--- src/rtl/stream_uart_tx_pkg.sv ---
// Shared types and defaults for the byte-stream UART transmitter.
package stream_uart_tx_pkg;

  typedef enum logic [1:0] {
    ST_IDLE  = 2'd0,
    ST_START = 2'd1,
    ST_DATA  = 2'd2,
    ST_STOP  = 2'd3
  } tx_state_t;

  // 100 MHz system clock / 115200 baud
  localparam int DEFAULT_CYCLES_PER_BIT = 868;
  localparam int DEFAULT_STOP_BITS      = 1;

  function automatic int frame_cycles(input int cycles_per_bit, input int stop_bits);
    return (9 + stop_bits) * cycles_per_bit;
  endfunction

endpackage

--- src/rtl/uart_baud_tick.sv ---
// Bit-period down-counter: tick marks the final cycle of each bit while running.
module uart_baud_tick
  import stream_uart_tx_pkg::*;
#(
  parameter int CYCLES_PER_BIT = DEFAULT_CYCLES_PER_BIT
) (
  input  logic clock,
  input  logic reset,
  input  logic load,
  input  logic run,
  output logic tick
);

  localparam logic [15:0] RELOAD = 16'(CYCLES_PER_BIT - 1);

  logic [15:0] count_reg;

  assign tick = run && (count_reg == 16'd0);

  always_ff @(posedge clock) begin
    if (reset) begin
      count_reg <= '0;
    end else if (load || tick) begin
      count_reg <= RELOAD;
    end else if (run) begin
      count_reg <= count_reg - 16'd1;
    end
  end

endmodule

--- src/rtl/stream_uart_tx.sv ---
// Pulls bytes from a peek/consume stream and serialises them as 8N1/8N2 UART frames.
module stream_uart_tx
  import stream_uart_tx_pkg::*;
#(
  parameter int CYCLES_PER_BIT = DEFAULT_CYCLES_PER_BIT,
  parameter int STOP_BITS      = DEFAULT_STOP_BITS
) (
  input  logic        clock,
  input  logic        reset,
  input  logic        in_canPeek,
  input  logic [7:0]  in_peek,
  output logic        in_consume_en,
  output logic        uart_txd,
  output logic        busy,
  output logic [31:0] bytes_sent
);

  localparam logic [2:0] LAST_STOP_IDX = 3'(STOP_BITS - 1);

  tx_state_t   state_reg, state_next;
  logic [2:0]  bit_idx_reg, bit_idx_next;
  logic [7:0]  shift_reg, shift_next;
  logic        txd_reg, txd_next;
  logic [31:0] sent_reg;

  logic tick;
  logic run;
  logic last_stop;
  logic ready;
  logic consume;

  assign run       = (state_reg != ST_IDLE);
  assign last_stop = (state_reg == ST_STOP) && tick && (bit_idx_reg == LAST_STOP_IDX);
  assign ready     = (state_reg == ST_IDLE) || last_stop;
  assign consume   = ready && in_canPeek && !reset;

  uart_baud_tick #(
    .CYCLES_PER_BIT(CYCLES_PER_BIT)
  ) u_baud (
    .clock (clock),
    .reset (reset),
    .load  (consume),
    .run   (run),
    .tick  (tick)
  );

  always_comb begin
    state_next   = state_reg;
    bit_idx_next = bit_idx_reg;
    shift_next   = shift_reg;
    txd_next     = 1'b1;

    case (state_reg)
      ST_START: begin
        if (tick) begin
          state_next   = ST_DATA;
          bit_idx_next = '0;
        end
      end
      ST_DATA: begin
        if (tick) begin
          shift_next = {1'b0, shift_reg[7:1]};
          if (bit_idx_reg == 3'd7) begin
            state_next   = ST_STOP;
            bit_idx_next = '0;
          end else begin
            bit_idx_next = bit_idx_reg + 3'd1;
          end
        end
      end
      ST_STOP: begin
        if (tick) begin
          if (last_stop) begin
            state_next = ST_IDLE;
          end else begin
            bit_idx_next = bit_idx_reg + 3'd1;
          end
        end
      end
      default: begin
      end
    endcase

    // A consume overrides the end-of-stop transition so frames run back to back.
    if (consume) begin
      state_next   = ST_START;
      shift_next   = in_peek;
      bit_idx_next = '0;
    end

    case (state_next)
      ST_START: txd_next = 1'b0;
      ST_DATA:  txd_next = shift_next[0];
      default:  txd_next = 1'b1;
    endcase
  end

  always_ff @(posedge clock) begin
    if (reset) begin
      state_reg   <= ST_IDLE;
      bit_idx_reg <= '0;
      shift_reg   <= '0;
      txd_reg     <= 1'b1;
      sent_reg    <= '0;
    end else begin
      state_reg   <= state_next;
      bit_idx_reg <= bit_idx_next;
      shift_reg   <= shift_next;
      txd_reg     <= txd_next;
      if (last_stop) begin
        sent_reg <= sent_reg + 32'd1;
      end
    end
  end

  assign in_consume_en = consume;
  assign uart_txd      = txd_reg;
  assign busy          = run;
  assign bytes_sent    = sent_reg;

endmodule
--- config.mk ---
export PLATFORM = sky130hd
export DESIGN_NAME = stream_uart_tx
export DESIGN_NICKNAME = d
export VERILOG_FILES = /design/src/rtl/stream_uart_tx_pkg.sv /design/src/rtl/uart_baud_tick.sv /design/src/rtl/stream_uart_tx.sv
export SDC_FILE = /design/constraint.sdc
export NUM_CORES = 1
export LEC_CHECK = 0
export CAP_MARGIN = 25
export CORE_MARGIN = 2
export CORE_UTILIZATION = 50
export CTS_BUF_LIST = sky130_fd_sc_hd__clkbuf_8
export DETAILED_ROUTE_END_ITERATION = 7
export GPL_TIMING_DRIVEN = 0
export PLACE_DENSITY = 0.75
export SYNTH_ARGS = -nofsm -noshare
export SYNTH_HDL_FRONTEND = slang
export SYNTH_SLANG_ARGS = --single-unit
--- constraint.sdc ---
create_clock -name clock -period 4.25 [get_ports clock]
set_clock_uncertainty 0.1 [all_clocks]
set_input_delay 0.85 -clock clock [delete_from_list [all_inputs] [get_ports clock]]
set_output_delay 0.85 -clock clock [all_outputs]
set_load 0.005 [all_outputs]
Yosys cells after proc, flatten, opt, wreduce, memory -nomap -nowiden

Index checks and enable logic that the tools add are counted.

Register bits after elaboration: 62
Input bits: 11
Word-level logic and storage cells: 60
Output and inout port bits: 35

$add $sub $neg: 3
Multiplexer cells: 19
Equal/unequal tests: 10
Reduce and logical (&&, ||, !) cells: 20

Operator list:

| operator                | count |
|---|---|
| $add A32 B1 Y32 const B | 1 |
| $mux W8                 | 3 |
| $mux W10                | 2 |
| $logic_not A16 Y1       | 1 |
| $sub A16 B1 Y16 const B | 1 |
| $mux W3                 | 5 |
| $mux W2                 | 6 |
| $pmux W3 S3             | 1 |
| $ne A2 B2 Y1 const B    | 4 |
| $reduce_bool A2 Y1      | 4 |
| $eq A2 B2 Y1 const B    | 3 |
| $pmux W2 S3             | 1 |
| $logic_and A1 B1 Y1     | 5 |
| $reduce_and A5 Y1       | 1 |
| $eq A2 B1 Y1 const B    | 2 |
| $reduce_or A2 Y1        | 2 |
| $add A3 B1 Y3 const B   | 1 |
| $eq A3 B3 Y1 const B    | 1 |
| $logic_not A3 Y1        | 1 |
| $reduce_bool A3 Y1      | 1 |
| $logic_not A2 Y1        | 1 |
| $logic_or A1 B1 Y1      | 2 |
| $pmux W1 S2             | 1 |
| $reduce_and A2 Y1       | 1 |
| $logic_not A1 Y1        | 1 |

Logic depth before layout (Yosys ltp)

Gate-level depths: netlist of the first run.

Depth in word-level cells: 10
Gate-level depth with buffers: 10

Modules after synthesis

A second synthesis of the first run with hierarchy kept.

Cells, all modules: 360
Area total of the unflattened synthesis: 3265.6 µm²

By module, submodules not included:

| module         | area each (µm²) | instances | cells each |
|---|---|---|---|
| stream_uart_tx | 2454.9          | 1         | 277 |
| uart_baud_tick | 810.8           | 1         | 83 |

Worst setup path before layout of the first run

OpenSTA, ideal clock, no wires.

Path kind: reg-to-output
Start point: register u_baud.count_reg[6]
End point: output in_consume_en
Stages on the path, launching flop included: 7
Path slack: 1306 ps
Arrival: 1994 ps
Required time: 3300 ps
Path through: dfxtp_1 or4_4 or4_1 buf_2 o21ai_0 nand2_1 clkinv_1

Longest elaborated chain between the ends: 7

RTL lines:

| item                             | RTL line             | text |
|---|---|---|
| start, declared                  | uart_baud_tick.sv:16 | `logic [15:0] count_reg;` |
| start signal, assigned           | uart_baud_tick.sv:26 | `count_reg <= count_reg - 16'd1;` |
| $logic_not A16 Y1                | uart_baud_tick.sv:18 | `assign tick = run && (count_reg == 16'd0);` |
| $logic_and A1 B1 Y1              | uart_baud_tick.sv:18 |  |
| $logic_and A1 B1 Y1 (2 in a row) | stream_uart_tx.sv:33 | `assign last_stop = (state_reg == ST_STOP) && tick && (bit_idx_reg == LAST_STOP_IDX);` |
| $logic_or A1 B1 Y1               | stream_uart_tx.sv:34 | `assign ready = (state_reg == ST_IDLE) \|\| last_stop;` |
| $logic_and A1 B1 Y1 (2 in a row) | stream_uart_tx.sv:35 | `assign consume = ready && in_canPeek && !reset;` |
| end, declared                    | stream_uart_tx.sv:12 | `output logic in_consume_en,` |

No other way between the ends.

Final worst setup path of the first run

Start point: register u_baud.count_reg[0]
End point: output in_consume_en

Same word-level chain as after synthesis.

==> results.sh, run 1 <==
export IMPL_setup_tns_ps=0
export IMPL_finalCriticalPeriod_ps=4000
export IMPL_ys_types=39
export IMPL_grt_usage_pct=22.1
export IMPL_fmax_ghz=0.250
export IMPL_path_max_fanout=9
export IMPL_cts_sinks=62
export IMPL_wire_per_inst_um=13.7
export IMPL_fp_dieH_um=80.4
export IMPL_rsz0062_at_grt="false"
export IMPL_seqPwrFrac_pct=46.1
export IMPL_grt_ovfl_total=0
export IMPL_powerDensity_mw_per_mm2=360
export IMPL_numPortBuffers=45
export IMPL_syn_nets=376
export IMPL_vdd_drop_max_uv=254
export IMPL_n_antenna_cell=0
export IMPL_p_comb_share_pct=9.1
export IMPL_worstSetupStartpointType="flop"
export IMPL_die_w_um=80.4
export IMPL_ant_nets=0
export IMPL_leakage_nw=1.25
export IMPL_synth_edf_count=0
export IMPL_cp_arrival_ps=3050
export IMPL_grt_start_max_net_pins=11
export IMPL_placed_cell_area_mm2=0.00347
export IMPL_seq_area_frac_synth_pct=42.5
export IMPL_synth_seq_cells=62
export IMPL_final_nets=433
export IMPL_routed_via_density=5.62
export IMPL_synthFlopType="dfxtp_1"
export IMPL_drt_total_wl_mm=6.75
export IMPL_pin_count=46
export IMPL_r2r_start="u_baud.count_reg[0]$_SDFFE_PP0P_"
export IMPL_cap_violations=0
export IMPL_maxSlewHeadroom_pct=56.9
export IMPL_final_area_mm2=0.00371
export IMPL_holdWs_ps=365
export IMPL_htree_levels=3
export IMPL_place_ws_ps=539
export IMPL_worstSetupEndpointType="primary output"
export IMPL_finalHoldViolations=0
export IMPL_dr_first_iter_drc_count=129
export IMPL_hp_start="shift_reg[7]$_SDFFE_PP0P_"
export IMPL_yosys_warnings=0
export IMPL_regArea_mm2=0.00124
export IMPL_grt_pass1_wl_mm=11.2
export IMPL_period_share_pct=94.1
export IMPL_grt_pass1_vias=2532
export IMPL_gp_congestion=0.820
export IMPL_syn_to_final_growth_pct=26.9
export IMPL_crit_required_ps=3300
export IMPL_largest_reg_flops=32
export IMPL_fin_util_pct=66.5
export IMPL_std_cell_rows=27
export IMPL_final_cells=493
export IMPL_clockBufferDepth=2
export IMPL_clk_latency_ps=340
export IMPL_power_total_mw=1.33
export IMPL_synth_area_per_cell_um2=8.14
export IMPL_initial_core_util_pct=52.4
export IMPL_first_pass_iters=4
export IMPL_p_sw_share_pct=23.2
export IMPL_status="complete, no violations"
export IMPL_clk_pin_slew_ps=70
export IMPL_num_fill_cells=478
export IMPL_synth_area_mm2=0.00292
export IMPL_critPathKind="flop to primary output"
export IMPL_die_area_mm2=0.00647
export IMPL_p_int_mw=1.02
export IMPL_dpl_hpwl_mm=4.85
export IMPL_power_switching_mw=0.310
export IMPL_cts_tree="built"
export IMPL_num_vias=2770
export IMPL_synth_async_reset_ratio_pct=0
export IMPL_dp_cells=477
export IMPL_cts_inserted_buffers=9
export IMPL_crit_start="u_baud.count_reg[0]$_SDFFE_PP0P_"
export IMPL_drc=0
export IMPL_ctsResizeCount=0
export IMPL_multi_input_area_mm2=0.00158
export IMPL_syn_instance_count=359
export IMPL_antenna_found_initial=0
export IMPL_layout_drive_gt1_share_pct=6.41
export IMPL_layout_setup_ws_ps=252
export IMPL_holdCritPathClass="flop to flop"
export IMPL_core_mm2=0.00557
export IMPL_clockRootBuffer="clkbuf_8"
export IMPL_pwr_share_clk_pct=44.9
export IMPL_slew_viol_final=0
export IMPL_max_slew_worst_pin_slew_ps=643
export IMPL_holdBufCountCts=0
export IMPL_post_cts_buffers=0
export IMPL_setup_viol=0
Yosys cell counts (2+ instances only):
master | instances | area [um^2]
a211oi_1 | 3 | 22.5
a21oi_1 | 24 | 120
a311oi_1 | 3 | 26.3
and3_1 | 3 | 18.8
and4_1 | 2 | 17.5
buf_2 | 4 | 20.0
clkbuf_1 | 8 | 30.0
dfxtp_1 | 62 | 1240
ha_1 | 6 | 75.1
inv_1 | 13 | 48.8
mux2i_1 | 5 | 50.1
nand2_1 | 30 | 113
nand2b_1 | 6 | 37.5
nand3_1 | 17 | 85.1
nand4_1 | 10 | 62.6
nor2_1 | 52 | 195
nor2b_1 | 2 | 12.5
nor3_1 | 16 | 80.1
nor4_1 | 8 | 50.1
o21ai_0 | 21 | 105
or3_1 | 18 | 113
or4_1 | 2 | 15.0
xnor2_1 | 22 | 193
xor2_1 | 7 | 61.3
cells in the final DEF, fill, tap and decap left out, drive strengths merged, types with 17 or more instances in the layout:
master,count
xnor2,22
dfxtp,62
clkbuf,20
a21oi,24
or3,18
nand2,30
o21ai,21
clkdlybuf4s50,45
nor3,17
nand3,17
nor2,52
cells by family (layout without fill, tap and decap cells):
| group | count (synthesis) | count (layout) | synth area share (%) |
|---|---|---|---|
| flip-flops | 62 | 62 | 42.5 |
| AO/OA/AOI/OAI | 58 | 58 | 11.4 |
| XOR/XNOR | 29 | 29 | 8.69 |
| multiplexers | 6 | 6 | 2.10 |
| buffers and inverters | 26 | 88 | 3.51 |
| adder cells (fa/ha/maj) | 6 | 6 | 2.57 |
| AND/OR/NAND/NOR | 172 | 172 | 29.3 |
area by class of cell:
cell class,count,area share [%]
Tap cell,72,2.43
Timing Repair Buffer,46,12.3
Buffer,12,1.35
Clock buffer,12,4.45
Inverter,14,1.52
Clock inverter,4,1.86
Multi-Input combinational cell,271,42.6
Sequential cell,62,33.5
power groups by stage:
stage | registers, mW | clock network, mW | logic, mW
final | 0.615 | 0.599 | 0.121
after global routing | 0.617 | 0.627 | 0.134
after CTS | 0.614 | 0.605 | 0.120
after detailed placement | 0.627 | 0 | 0.118
after global placement | 0.627 | 0 | 0.117
after floorplan | 0.623 | 0 | 0.0820
critical path, stage by stage (launching register included):
cell             delay, ps
dfxtp_1                360
inv_1                  110
ha_1                   140
or3b_2                 450
or4_1                  400
buf_2                  180
o21ai_1                220
nand2_2                150
clkinvlp_4             180
clkdlybuf4s50_1        520
layer usage:
metal / part of all wire, % / vias to the layer above / track usage, %
met5: 0 / - / 0
met2: 47 / 66 / 36.4
met4: 1.9 / 0 / 10.3
li1: - / 1378 / -
met3: 4.5 / 11 / 3.93
met1: 47 / 1315 / 27.8
worst paths after layout:
path / to / slack [ps] / depth (start not counted)
worst max-delay path: in_consume_en / 250 / 9
worst min-delay path: shift_reg[7]$_SDFFE_PP0P_ / 360 / 2
worst max register to register: bytes_sent[29]$_SDFFE_PP0P_ / 1190 / 10
worst min register to register: shift_reg[7]$_SDFFE_PP0P_ / 360 / 2
(Power assumes the default switching activity.)
==> run 2: changes to the inputs <==
--- a/config.mk
+++ b/config.mk
@@ -7,11 +7,13 @@
 export LEC_CHECK = 0
 export CAP_MARGIN = 25
 export CORE_MARGIN = 2
-export CORE_UTILIZATION = 50
+export CORE_UTILIZATION = 55
 export CTS_BUF_LIST = sky130_fd_sc_hd__clkbuf_8
+export CTS_CLUSTER_SIZE = 8
 export DETAILED_ROUTE_END_ITERATION = 7
 export GPL_TIMING_DRIVEN = 0
-export PLACE_DENSITY = 0.75
+export PLACE_DENSITY = 0.81
+export SETUP_SLACK_MARGIN = 0.1
 export SYNTH_ARGS = -nofsm -noshare
 export SYNTH_HDL_FRONTEND = slang
 export SYNTH_SLANG_ARGS = --single-unit
==> run 2 against run 1 <==
- final cell count is 0.41% lower
- sequential cell count stayed put
- setup slack improved by 4.9 ps
- cell area about the same
- clock-buffer cell count unchanged
- sequential share of layout area about the same
- sequential power about the same
- global-route usage up 1.4 points
- die area decreased by 8.7%
- combinational power hardly changed
- total power shrank 0.54%
- critical path type unchanged
- highest routed layer unchanged
==> results.sh, run 2 (synthesized netlist as in run 1, its figures left out) <==
export IMPL_powerDensity_mw_per_mm2=358
export IMPL_clockBufferDepth=2
export IMPL_worstPathCellList="inv_1 -> ha_1 -> or3b_2 -> or4_1 -> buf_2 -> o21ai_1 -> nand2_2 -> clkinvlp_4 -> clkdlybuf4s50_1"
export IMPL_dpl_hpwl_mm=4.66
export IMPL_initial_core_util_pct=57.2
export IMPL_ctsResizeCount=0
export IMPL_pwr_share_clk_pct=44.6
export IMPL_crit_slowest_cell="clkdlybuf4s50_1"
export IMPL_r2r_start="u_baud.count_reg[0]$_SDFFE_PP0P_"
export IMPL_n_antenna_cell=0
export IMPL_first_pass_iters=4
export IMPL_power_switching_mw=0.303
export IMPL_p_comb_share_pct=9.1
export IMPL_maxSlewHeadroom_pct=54.1
export IMPL_hp_start="shift_reg[5]$_SDFFE_PP0P_"
export IMPL_clk_pin_slew_ps=60
export IMPL_die_w_um=76.9
export IMPL_clockRootBuffer="clkbuf_8"
export IMPL_ff2ff_setup_slack_ps=1040
export IMPL_worstSetupEndpointType="primary output"
export IMPL_fp_dieH_um=76.9
export IMPL_htree_levels=3
export IMPL_clk_latency_ps=340
export IMPL_grt_pass1_wl_mm=11.2
export IMPL_path_max_fanout=9
export IMPL_finalHoldViolations=0
export IMPL_post_cts_buffers=0
export IMPL_fmax_ghz=0.250
export IMPL_finalCriticalPeriod_ps=3990
export IMPL_syn_to_final_growth_pct=26.8
export IMPL_gp_congestion=0.859
export IMPL_critPathKind="flop to primary output"
export IMPL_cp_arrival_ps=3040
export IMPL_drt_total_wl_mm=6.52
export IMPL_routed_via_density=5.53
export IMPL_cts_sinks=62
export IMPL_p_int_mw=1.02
export IMPL_max_slew_worst_pin_slew_ps=683
export IMPL_cts_tree="built"
export IMPL_period_share_pct=93.9
export IMPL_holdWs_ps=357
export IMPL_crit_required_ps=3300
export IMPL_worstSetupStartpointType="flop"
export IMPL_cts_inserted_buffers=9
export IMPL_grt_usage_pct=23.5
export IMPL_dr_first_iter_drc_count=141
export IMPL_ff2ff_path_depth=10
export IMPL_whs_path_depth=2
export IMPL_ant_nets=0
export IMPL_status="complete, no violations"
export IMPL_p_sw_share_pct=22.8
export IMPL_leakage_nw=1.25
export IMPL_grt_ovfl_total=0
export IMPL_rsz0062_at_grt="false"
export IMPL_holdBufCountCts=0
export IMPL_layout_commonest_cell="dfxtp_1"
export IMPL_core_mm2=0.00511
export IMPL_grt_pass1_vias=2480
export IMPL_r2r_end="bytes_sent[29]$_SDFFE_PP0P_"
export IMPL_holdCritPathClass="flop to flop"
export IMPL_drc=0
export IMPL_cpPeakStageDelay_ps=520
export IMPL_cap_violations=0
export IMPL_slew_viol_final=0
export IMPL_antenna_found_initial=0
export IMPL_std_cell_rows=26
export IMPL_setup_tns_ps=0
export IMPL_layout_common_cells="dfxtp_1, nor2_1, clkdlybuf4s50_1"
export IMPL_setup_viol=0
export IMPL_layout_drive_gt1_share_pct=6.41
export IMPL_num_vias=2714
export IMPL_numPortBuffers=45
export IMPL_seqPwrFrac_pct=46.3
export IMPL_power_total_mw=1.33
export IMPL_wire_per_inst_um=13.3
export IMPL_die_area_mm2=0.00591
export IMPL_largest_reg_flops=32
export IMPL_grt_start_max_net_pins=11
export IMPL_final_nets=433
export IMPL_vdd_drop_max_uv=262
export IMPL_fin_util_pct=72.5
export IMPL_pin_count=46
export IMPL_hold_end="shift_reg[4]$_SDFFE_PP0P_"
run 2: final cells by class:
cell class / instances / area [um^2]
clock inverters: 4 / 68.8
fillers: 421 / 1400
clock buffers: 12 / 165
inverters: 14 / 56.3
well taps: 70 / 87.6
flip-flops and latches: 62 / 1240
multi-input cells: 271 / 1580
repair buffers: 46 / 455
plain buffers: 12 / 50.0
run 2: worst max-delay path by stage:
stage                                     start  cells after the start            end  slack [ps]
3_5_place_dp   u_baud.count_reg[0]$_SDFFE_PP0P_                      9  in_consume_en         540
5_1_grt        u_baud.count_reg[0]$_SDFFE_PP0P_                      9  in_consume_en          80
2_1_floorplan  u_baud.count_reg[6]$_SDFFE_PP0P_                      6  in_consume_en        1310
6_report       u_baud.count_reg[0]$_SDFFE_PP0P_                      9  in_consume_en         260
3_3_place_gp   u_baud.count_reg[0]$_SDFFE_PP0P_                      9  in_consume_en         520
4_1_cts        u_baud.count_reg[0]$_SDFFE_PP0P_                      9  in_consume_en         140
run 2: routing by layer:
metal / track usage, % / vias up / share of wire [%]
met1: 29.2 / 1277 / 47
met2: 38.2 / 56 / 48
met3: 6.94 / 10 / 4.1
li1: - / 1371 / -
met4: 9.09 / 0 / 1.5
met5: 0 / - / 0
run 2: power by group through the flow:
stage / logic [mW] / clock network [mW] / registers, mW
4_1_cts: 0.120 / 0.600 / 0.614
3_3_place_gp: 0.116 / 0 / 0.627
3_5_place_dp: 0.118 / 0 / 0.627
2_1_floorplan: 0.0820 / 0 / 0.623
5_1_grt: 0.137 / 0.627 / 0.616
6_report: 0.121 / 0.592 / 0.615
run 2: worst max-delay path: cells and delay by family, from the launching register on:
kind,cells,cell delay [ps]
simple gates,3,1020
buf+inv,4,980
flops,1,360
compound gates,1,200
fa+ha+maj,1,150
run 2: per-stage QoR:
step	worst slack [ps]	instances	cell area, um^2
6_report	257	491	3700
5_1_grt	80.3	491	3700
3_5_place_dp	538	475	3460
2_1_floorplan	1310	359	2920
3_3_place_gp	517	474	3460
4_1_cts	136	491	3700
==> run 3: changes to the inputs <==
--- a/config.mk
+++ b/config.mk
@@ -8,7 +8,7 @@
 export CAP_MARGIN = 25
 export CORE_MARGIN = 2
 export CORE_UTILIZATION = 55
-export CTS_BUF_LIST = sky130_fd_sc_hd__clkbuf_8
+export CTS_BUF_LIST = sky130_fd_sc_hd__clkbuf_16
 export CTS_CLUSTER_SIZE = 8
 export DETAILED_ROUTE_END_ITERATION = 7
 export GPL_TIMING_DRIVEN = 0
==> run 3 against run 2 <==
- via count increased by 1.2%
- worst hold slack improved by 11 ps
- sequential cell count is the same
- sequential share of layout area is 0.83 points lower
- global-route usage grew 0.95 points
- cell area increased by 2.5%
- total power rose by 12%
- combinational power increased by 4%
- final cell count increased by 0.61%
- critical path depth did not move
- register-to-register slack about the same
- sequential power about the same
- largest power group is now the clock network
==> results.sh, run 3 (synthesized netlist as in run 1, its figures left out) <==
export IMPL_status="complete, no violations"
export IMPL_grt_ovfl_total=0
export IMPL_max_slew_worst_pin_slew_ps=667
export IMPL_cp_num_buf_inv=4
export IMPL_pin_count=46
export IMPL_wire_per_inst_um=13.8
export IMPL_holdBufCountCts=0
export IMPL_cts_inserted_buffers=9
export IMPL_powerDensity_mw_per_mm2=390
export IMPL_grt_pass1_wl_mm=11.5
export IMPL_largest_reg_flops=32
export IMPL_critPathKind="flop to primary output"
export IMPL_num_fill_cells=407
export IMPL_period_share_pct=93.0
export IMPL_ff2ff_setup_slack_ps=1030
export IMPL_clk_latency_ps=330
export IMPL_worstSetupEndpointType="primary output"
export IMPL_pwr_share_clk_pct=49.9
export IMPL_clockRootBuffer="clkbuf_16"
export IMPL_final_cells=494
export IMPL_slew_viol_final=0
export IMPL_p_comb_share_pct=8.5
export IMPL_worstSetupStartpointType="flop"
export IMPL_final_nets=436
export IMPL_clk_pin_slew_ps=50
export IMPL_fmax_ghz=0.253
export IMPL_seqPwrFrac_pct=41.6
export IMPL_grt_pass1_vias=2553
export IMPL_drc=0
export IMPL_layout_commonest_cell="dfxtp_1"
export IMPL_layout_drive_gt1_share_pct=6.37
export IMPL_clockBufferDepth=2
export IMPL_ant_nets=0
export IMPL_regArea_mm2=0.00124
export IMPL_grt_start_max_net_pins=11
export IMPL_dpl_hpwl_mm=4.66
export IMPL_p_sw_share_pct=22.0
export IMPL_syn_to_final_growth_pct=30.0
export IMPL_holdCritPathClass="flop to flop"
export IMPL_maxSlewHeadroom_pct=55.1
export IMPL_initial_core_util_pct=57.2
export IMPL_p_int_mw=1.16
export IMPL_antenna_found_initial=0
export IMPL_power_switching_mw=0.325
export IMPL_dr_first_iter_drc_count=118
export IMPL_routed_via_density=5.56
export IMPL_std_cell_rows=26
export IMPL_htree_levels=3
export IMPL_dp_cells=475
export IMPL_first_pass_iters=4
export IMPL_cap_violations=0
export IMPL_n_antenna_cell=0
export IMPL_setup_viol=0
export IMPL_worstPathCellList="inv_1 -> ha_1 -> or3b_2 -> or4_1 -> buf_2 -> o21ai_1 -> nand2_2 -> clkinvlp_4 -> clkdlybuf4s50_1"
export IMPL_vdd_drop_max_uv=265
export IMPL_finalHoldViolations=0
export IMPL_crit_family="simple AND/OR/NAND/NOR gates"
export IMPL_grt_usage_pct=24.4
export IMPL_layout_common_cells="dfxtp_1, nor2_1, clkdlybuf4s50_1"
export IMPL_drt_total_wl_mm=6.80
export IMPL_multi_input_area_mm2=0.00158
export IMPL_die_area_mm2=0.00591
export IMPL_finalCriticalPeriod_ps=3950
export IMPL_cpPeakStageDelay_ps=500
export IMPL_leakage_nw=1.29
export IMPL_gp_congestion=0.859
export IMPL_crit_required_ps=3300
export IMPL_crit_slowest_cell="clkdlybuf4s50_1"
export IMPL_core_mm2=0.00511
export IMPL_numPortBuffers=45
export IMPL_fp_dieH_um=76.9
export IMPL_setup_tns_ps=0
export IMPL_cts_sinks=62
export IMPL_die_w_um=76.9
export IMPL_cp_arrival_ps=3000
export IMPL_cts_tree="built"
export IMPL_num_vias=2746
export IMPL_path_max_fanout=6
export IMPL_rsz0062_at_grt="false"
[run 3: cell types whose count changed in the layout (fill, tap and decap cells not counted), sizes merged]
cell	before	now
buf	5	8
clkbuf	20	17
clkinv	1	4
[run 3: cell type report]
type | count | share of cell area (%)
timing repair buffer | 49 | 12.6
clock inverter | 7 | 2.11
tap | 70 | 2.31
inverter | 14 | 1.48
clock buffer | 9 | 5.93
multi-input combinational | 271 | 41.6
buffer | 12 | 1.32
sequential | 62 | 32.7
[run 3: tightest hold or removal path, cell delays in order, from the launching register on]
cell	delay, ps
dfxtp_1	310
nand2_1	50
o21ai_0	60
[run 3: per-stage QoR]
| stage | utilization, % | worst slack, ps | total power [mW] | hold WS (ps) | instance area [um^2] |
|---|---|---|---|---|---|
| global placement | 67.7 | 517 | 0.742 | 348 | 3460 |
| floorplan | - | 1310 | 0.705 | 336 | 2920 |
| detailed placement | 67.8 | 538 | 0.745 | 357 | 3460 |
| CTS | 73.8 | 109 | 1.49 | 365 | 3770 |
| finish | 74.4 | 297 | 1.48 | 368 | 3800 |
| global route | 74.4 | 130 | 1.54 | 407 | 3800 |
[run 3: power by group through the flow]
| stage | clock network [mW] | registers (mW) | logic, mW |
|---|---|---|---|
| after CTS | 0.749 | 0.616 | 0.120 |
| final | 0.740 | 0.616 | 0.126 |
| after global routing | 0.781 | 0.617 | 0.140 |
| after floorplan | 0 | 0.623 | 0.0820 |
| after detailed placement | 0 | 0.627 | 0.118 |
| after global placement | 0 | 0.627 | 0.116 |
[run 3: layer usage]
layer  up-vias  track usage [%]  part of all wire [%]
met1      1296             29.7                    46
met4         0             9.27                   1.9
met3        10             8.35                   3.9
li1       1382                -                     -
met2        58             39.8                    48
met5         -                0                     0
[run 3: path summary, 6_finish.rpt]
check,startpoint,to,cells past startpoint
max,u_baud.count_reg[0]$_SDFFE_PP0P_,in_consume_en,9
min,shift_reg[7]$_SDFFE_PP0P_,shift_reg[7]$_SDFFE_PP0P_,2
max reg2reg,u_baud.count_reg[0]$_SDFFE_PP0P_,bytes_sent[29]$_SDFFE_PP0P_,10
min reg2reg,shift_reg[7]$_SDFFE_PP0P_,shift_reg[7]$_SDFFE_PP0P_,2
[run 3: timing repair]
action / in CTS / in global routing
buffers inserted: 0 / 3
gates resized for setup: 0 / 3
setup endpoints to repair: 0 / 1
endpoints found under the hold margin: 0 / 0
